`src/rtl/icache_pkg.sv`:
```
// Shared widths, FSM state type and address helper for the direct-mapped instruction cache.
// Default geometry: 4 lines x 4 words, 32-bit byte addresses.
package icache_pkg;

    localparam int LINES          = 4;
    localparam int WORDS_PER_LINE = 4;
    localparam int ADDR_W         = 32;

    localparam int WORD_W   = $clog2(WORDS_PER_LINE);
    localparam int INDEX_W  = $clog2(LINES);
    localparam int OFFSET_W = WORD_W + 2;
    localparam int TAG_W    = ADDR_W - INDEX_W - OFFSET_W;

    typedef enum logic {
        IDLE = 1'b0,
        REQ  = 1'b1
    } state_t;

    function automatic logic [ADDR_W-1:0] line_addr(input logic [ADDR_W-1:0] addr,
                                                    input int offset_w);
        logic [ADDR_W-1:0] mask;
        mask = '1;
        mask = mask << offset_w;
        return addr & mask;
    endfunction

endpackage

```
`src/rtl/icache_array.sv`:
```
// Valid/tag/data storage for the instruction cache: combinational read, whole-line synchronous fill.
// A fill arriving together with clear_all still leaves its line valid.
module icache_array #(
    parameter int LINES          = 4,
    parameter int WORDS_PER_LINE = 4,
    parameter int TAG_W          = 26
) (
    input  logic                          clock,
    input  logic                          rst,
    input  logic [$clog2(LINES)-1:0]          rd_index,
    input  logic [$clog2(WORDS_PER_LINE)-1:0] rd_word,
    output logic                          rd_valid,
    output logic [TAG_W-1:0]              rd_tag,
    output logic [31:0]                   rd_data,
    input  logic                          wr_en,
    input  logic [$clog2(LINES)-1:0]      wr_index,
    input  logic [TAG_W-1:0]              wr_tag,
    input  logic [32*WORDS_PER_LINE-1:0]  wr_line,
    input  logic                          set_valid,
    input  logic                          clear_all
);

    logic [LINES-1:0] valid_q;
    logic [TAG_W-1:0] tag_q  [LINES];
    logic [31:0]      data_q [LINES][WORDS_PER_LINE];

    always_ff @(posedge clock) begin
        if (rst) begin
            valid_q <= '0;
        end else begin
            if (clear_all)
                valid_q <= '0;
            if (wr_en && set_valid)
                valid_q[wr_index] <= 1'b1;
        end
    end

    // Tag and data carry no reset; valid alone gates their use.
    always_ff @(posedge clock) begin
        if (wr_en) begin
            tag_q[wr_index] <= wr_tag;
            for (int w = 0; w < WORDS_PER_LINE; w++)
                data_q[wr_index][w] <= wr_line[32*w +: 32];
        end
    end

    assign rd_valid = valid_q[rd_index];
    assign rd_tag   = tag_q[rd_index];
    assign rd_data  = data_q[rd_index][rd_word];

endmodule

```
`src/rtl/icache_direct.sv`:
```
// Direct-mapped read-only instruction cache; hits return in the same cycle, misses stall and fill a line.
// Optional hit/miss counters are enabled with the ICACHE_STATS_EN macro.
//
// state | meaning
// IDLE  | lookups served; a miss captures the line address and moves to REQ
// REQ   | mem_req held with the captured address until mem_ready fills the line
module icache_direct #(
    parameter int LINES          = icache_pkg::LINES,
    parameter int WORDS_PER_LINE = icache_pkg::WORDS_PER_LINE,
    parameter int ADDR_W         = icache_pkg::ADDR_W
) (
    input  logic                         clock,
    input  logic                         rst,
    input  logic [ADDR_W-1:0]            pc,
    input  logic                         req,
    input  logic                         flush,
    output logic [31:0]                  instruction,
    output logic                         stall,
    output logic                         mem_req,
    output logic [ADDR_W-1:0]            mem_addr,
    input  logic                         mem_ready,
    input  logic [32*WORDS_PER_LINE-1:0] mem_line
`ifdef ICACHE_STATS_EN
    ,
    output logic [31:0]                  hit_count,
    output logic [31:0]                  miss_count
`endif
);

    import icache_pkg::*;

    localparam int WW = $clog2(WORDS_PER_LINE);
    localparam int IW = $clog2(LINES);
    localparam int OW = WW + 2;
    localparam int TW = ADDR_W - IW - OW;

    state_t            state_q, state_d;
    logic [ADDR_W-1:0] mem_addr_q, mem_addr_d;
    logic              hit, start, fill;
    logic              rd_valid;
    logic [TW-1:0]     rd_tag;
    logic [31:0]       rd_data;
    logic              unused_pc_bits;

    assign unused_pc_bits = ^pc[1:0];

    icache_array #(
        .LINES          (LINES),
        .WORDS_PER_LINE (WORDS_PER_LINE),
        .TAG_W          (TW)
    ) u_array (
        .clock     (clock),
        .rst       (rst),
        .rd_index  (pc[OW +: IW]),
        .rd_word   (pc[2 +: WW]),
        .rd_valid  (rd_valid),
        .rd_tag    (rd_tag),
        .rd_data   (rd_data),
        .wr_en     (fill),
        .wr_index  (mem_addr_q[OW +: IW]),
        .wr_tag    (mem_addr_q[ADDR_W-1 -: TW]),
        .wr_line   (mem_line),
        .set_valid (1'b1),
        .clear_all (flush)
    );

    assign hit = req && (state_q == IDLE) && rd_valid && (rd_tag == pc[ADDR_W-1 -: TW]);

    always_comb begin
        state_d    = state_q;
        mem_addr_d = mem_addr_q;
        start      = 1'b0;
        fill       = 1'b0;
        case (state_q)
            IDLE: begin
                if (req && !hit && !flush) begin
                    state_d    = REQ;
                    mem_addr_d = line_addr(pc, OW);
                    start      = 1'b1;
                end
            end
            REQ: begin
                if (mem_ready) begin
                    state_d = IDLE;
                    fill    = 1'b1;
                end
            end
            default: state_d = IDLE;
        endcase
    end

    always_ff @(posedge clock) begin
        if (rst) begin
            state_q    <= IDLE;
            mem_addr_q <= '0;
        end else begin
            state_q    <= state_d;
            mem_addr_q <= mem_addr_d;
        end
    end

    assign instruction = hit ? rd_data : 32'h0;
    assign stall       = req && !hit;
    assign mem_req     = (state_q == REQ);
    assign mem_addr    = mem_addr_q;

`ifdef ICACHE_STATS_EN
    always_ff @(posedge clock) begin
        if (rst) begin
            hit_count  <= '0;
            miss_count <= '0;
        end else begin
            if (hit)
                hit_count <= hit_count + 32'd1;
            if (start)
                miss_count <= miss_count + 32'd1;
        end
    end
`endif

endmodule

```
`config.mk`:
```
export PLATFORM = sky130hd
export DESIGN_NAME = icache_direct
export DESIGN_NICKNAME = d
export VERILOG_FILES = /design/src/rtl/icache_pkg.sv /design/src/rtl/icache_array.sv /design/src/rtl/icache_direct.sv
export SDC_FILE = /design/constraint.sdc
export NUM_CORES = 1
export LEC_CHECK = 0
export CAP_MARGIN = 20
export CORE_MARGIN = 3
export CORE_UTILIZATION = 50
export DETAILED_ROUTE_END_ITERATION = 12
export PLACE_DENSITY = 0.8
export SYNTH_ARGS = -nofsm -noshare
export SYNTH_HDL_FRONTEND = slang
export SYNTH_SLANG_ARGS = --single-unit
```
`constraint.sdc`:
```
create_clock -name clock -period 37.7 [get_ports clock]
set_input_delay 5.655 -clock clock [delete_from_list [all_inputs] [get_ports clock]]
set_output_delay 5.655 -clock clock [all_outputs]
set_load 0.005 [all_outputs]
```
==> results.cfg <==
[place]
place_ws_ns = 21.93
port_buffers = 224
place_congestion = 0.7747
place_hpwl_microns = 29520

[pwr]
p_per_area_mw_per_mm2 = 49.91
vdd_drop_max_mv = 0.04263
finalPower_w = 0.001534
p_leak_nw = 9.900

[die]
io_pins = 231
fp.dieH_microns = 232.2
die_w_microns = 232.2
core_sq_mm = 0.05038
start_util = 0.5080
dieArea_sq_mm = 0.05394
row_count = 82

[timing]
finalClockSkew_ns = 0.01517
fin_crit_ns = 15.53
tightest_slew_ns = 1.011
period_share = 0.4118
slew_headroom = 0.3258
hold_viol_final = 0
report.final.setup_viol = 0
fmax_mhz = 64.41
grt_setup_unrepaired = false
fin_ws_ns = 22.18
slew_viol_final = 0
holdWs_ns = 0.4904
setup_tns_ns = 0

[critical_path]
path_class = primary input to output port
start_kind = primary input
r2r_cells = 7
reg2reg_from = u_array.tag_q[0][17]
cp_max_fo = 61
cp-startpoint = pc[4]
worst_setup_path_end_kind = output port
cp.required_ns = 32.04
arrival_ns = 9.87

[grt]
met1_usage = 0.2603
busiest_layer = met2
grt_usage = 0.2025
grt_pass1_vias = 13940
grt_max_degree = 141
overflow = 0
use_met2 = 0.3409
met3_usage = 0.04968
antenna_found_initial = 7
grt_pass1_wl_microns = 82200

[layout]
layout-drive-gt1-share = 0.2033
area_delta_synth_final_pct = 20.10
fin_nets = 1616

[clock_network]
cts_setup_buffers = 0
clock_sinks = 649
cts_tree = done
cts_hold_buffers = 0
cts_buffers = 67
cts_resized = 0
cts_buffer_depth = 3
path_clk_slew_ns = 0.06
cts_max_level = 3
cts-root-buf = clkbuf_16
clock_latency_ns = 0.59

[detailed_routing]
drtIter0Drc = 974
ant_nets = 0
routed_via_density = 5.978
drc_errors = 0
drt_first_pass_iters = 5
vias = 13000
drt-total-wl_microns = 53240
wl_per_cell_microns = 24.49

[logic_synthesis]
yosys_warnings = 0
synth_seq_cells = 649
synth_top_area_cell = edfxtp_1
avgSynthCellArea_sq_um = 21.20
yosys.cell_count.top_type = edfxtp_1
synth_top_area_frac = 0.7228
async_flop_share = 0
synth-main-ff-cell = edfxtp_1
synth.distinct_cells = 51
synth_area_leaders = edfxtp_1, mux4_2, dfxtp_1
ys_seq_area_frac = 0.7486
synthesis.area_sq_mm = 0.02559
synthTopCellsByCount = edfxtp_1, mux4_2, clkbuf_1
netlist_instances = 1207
synth_enable_flop_cells = 616

[run]
cap_violations = 0

[min_path]
hold_path_class = flip-flop to flip-flop
hold_start = u_array.valid_q[1]
hold_depth = 2

[outcome]
outcome = finished clean
==> cells in the final DEF (no fill, tap or decap), drive strengths merged, types with 4 or more instances in the layout <==
cell           instances
nand2                 37
nor2b                 35
clkinv                28
a32oi                 28
dfxtp                 33
buf                   29
bufinv                 6
xnor2                 18
nand4                  5
xor2                   5
a21oi                  7
nor2                   8
nand3                 32
edfxtp               616
o21ai                  5
and3                  27
mux4                 175
inv                    9
clkdlybuf4s50        220
mux2i                 24
conb                   4
or4b                  28
clkbuf                79
==> area by class of cell <==
class,instances,area (sq um)
tap,672,840.8
inverter,6,22.52
clock buffer,79,1764
clock inverter,39,362.8
sequential,649,19160
fill,3503,19640
timing repair buffer,249,2499
multi-input combinational,478,6083
antenna,2,5.005
==> routing by layer <==
layer	share of wire	wire length, microns	vias up
met5	0.0011	56	-
met3	0.074	3964	95
li1	-	-	5579
met1	0.39	20950	6788
met4	0.022	1197	8
met2	0.51	27070	526
==> worst max-delay path: stages <==
cell	delay, ns
buf_8	0.48
buf_4	0.48
buf_16	0.28
mux4_2	0.54
xnor2_1	0.31
or3b_1	0.41
nor4b_2	0.25
nand4_1	0.25
buf_4	0.32
nor2b_1	0.28
clkdlybuf4s50_1	0.56
==> flip-flops by register name (all words and copies together) (netlist names) <==
register         flops
mem_addr            28
mem_req              1
u_array.data_q     512
u_array.tag_q      104
u_array.valid_q      4
==> kinds of logic (layout without fill, tap and decap cells) <==
group,Yosys count,after routing,synth area share
flip-flops,649,649,0.7486
XOR/XNOR,23,23,0.007871
buffers and inverters,83,373,0.01491
AO/OA/AOI/OAI,53,53,0.01604
AND/OR/NAND/NOR,197,197,0.04742
multiplexers,201,201,0.1650
other,1,6,0.0001465
==> power breakdown <==
part / switching (W) / internal, W / total (W)
sequential: 0.00000651 / 0.000800 / 0.000807
combinational: 0.0000401 / 0.0000488 / 0.0000889
clock: 0.000262 / 0.000376 / 0.000639
==> per-stage QoR <==
| stage | area (sq um) | utilization | std cells |
|---|---|---|---|
| finish | 30740 | 0.6101 | 2174 |
| global route | 30730 | 0.6101 | 2173 |
| CTS | 30660 | 0.6086 | 2169 |
| detailed placement | 28530 | 0.5664 | 2051 |
| global placement | 28530 | 0.5664 | 2051 |
| floorplan | 25600 | - | 1210 |
==> worst paths after layout <==
check / slack [ns] / endpoint
max: 22.18 / instruction[27]
min: 0.49 / u_array.valid_q[1]
max reg2reg: 34.68 / mem_addr[9]
min reg2reg: 0.49 / u_array.valid_q[1]
(Power assumes the default switching activity.)
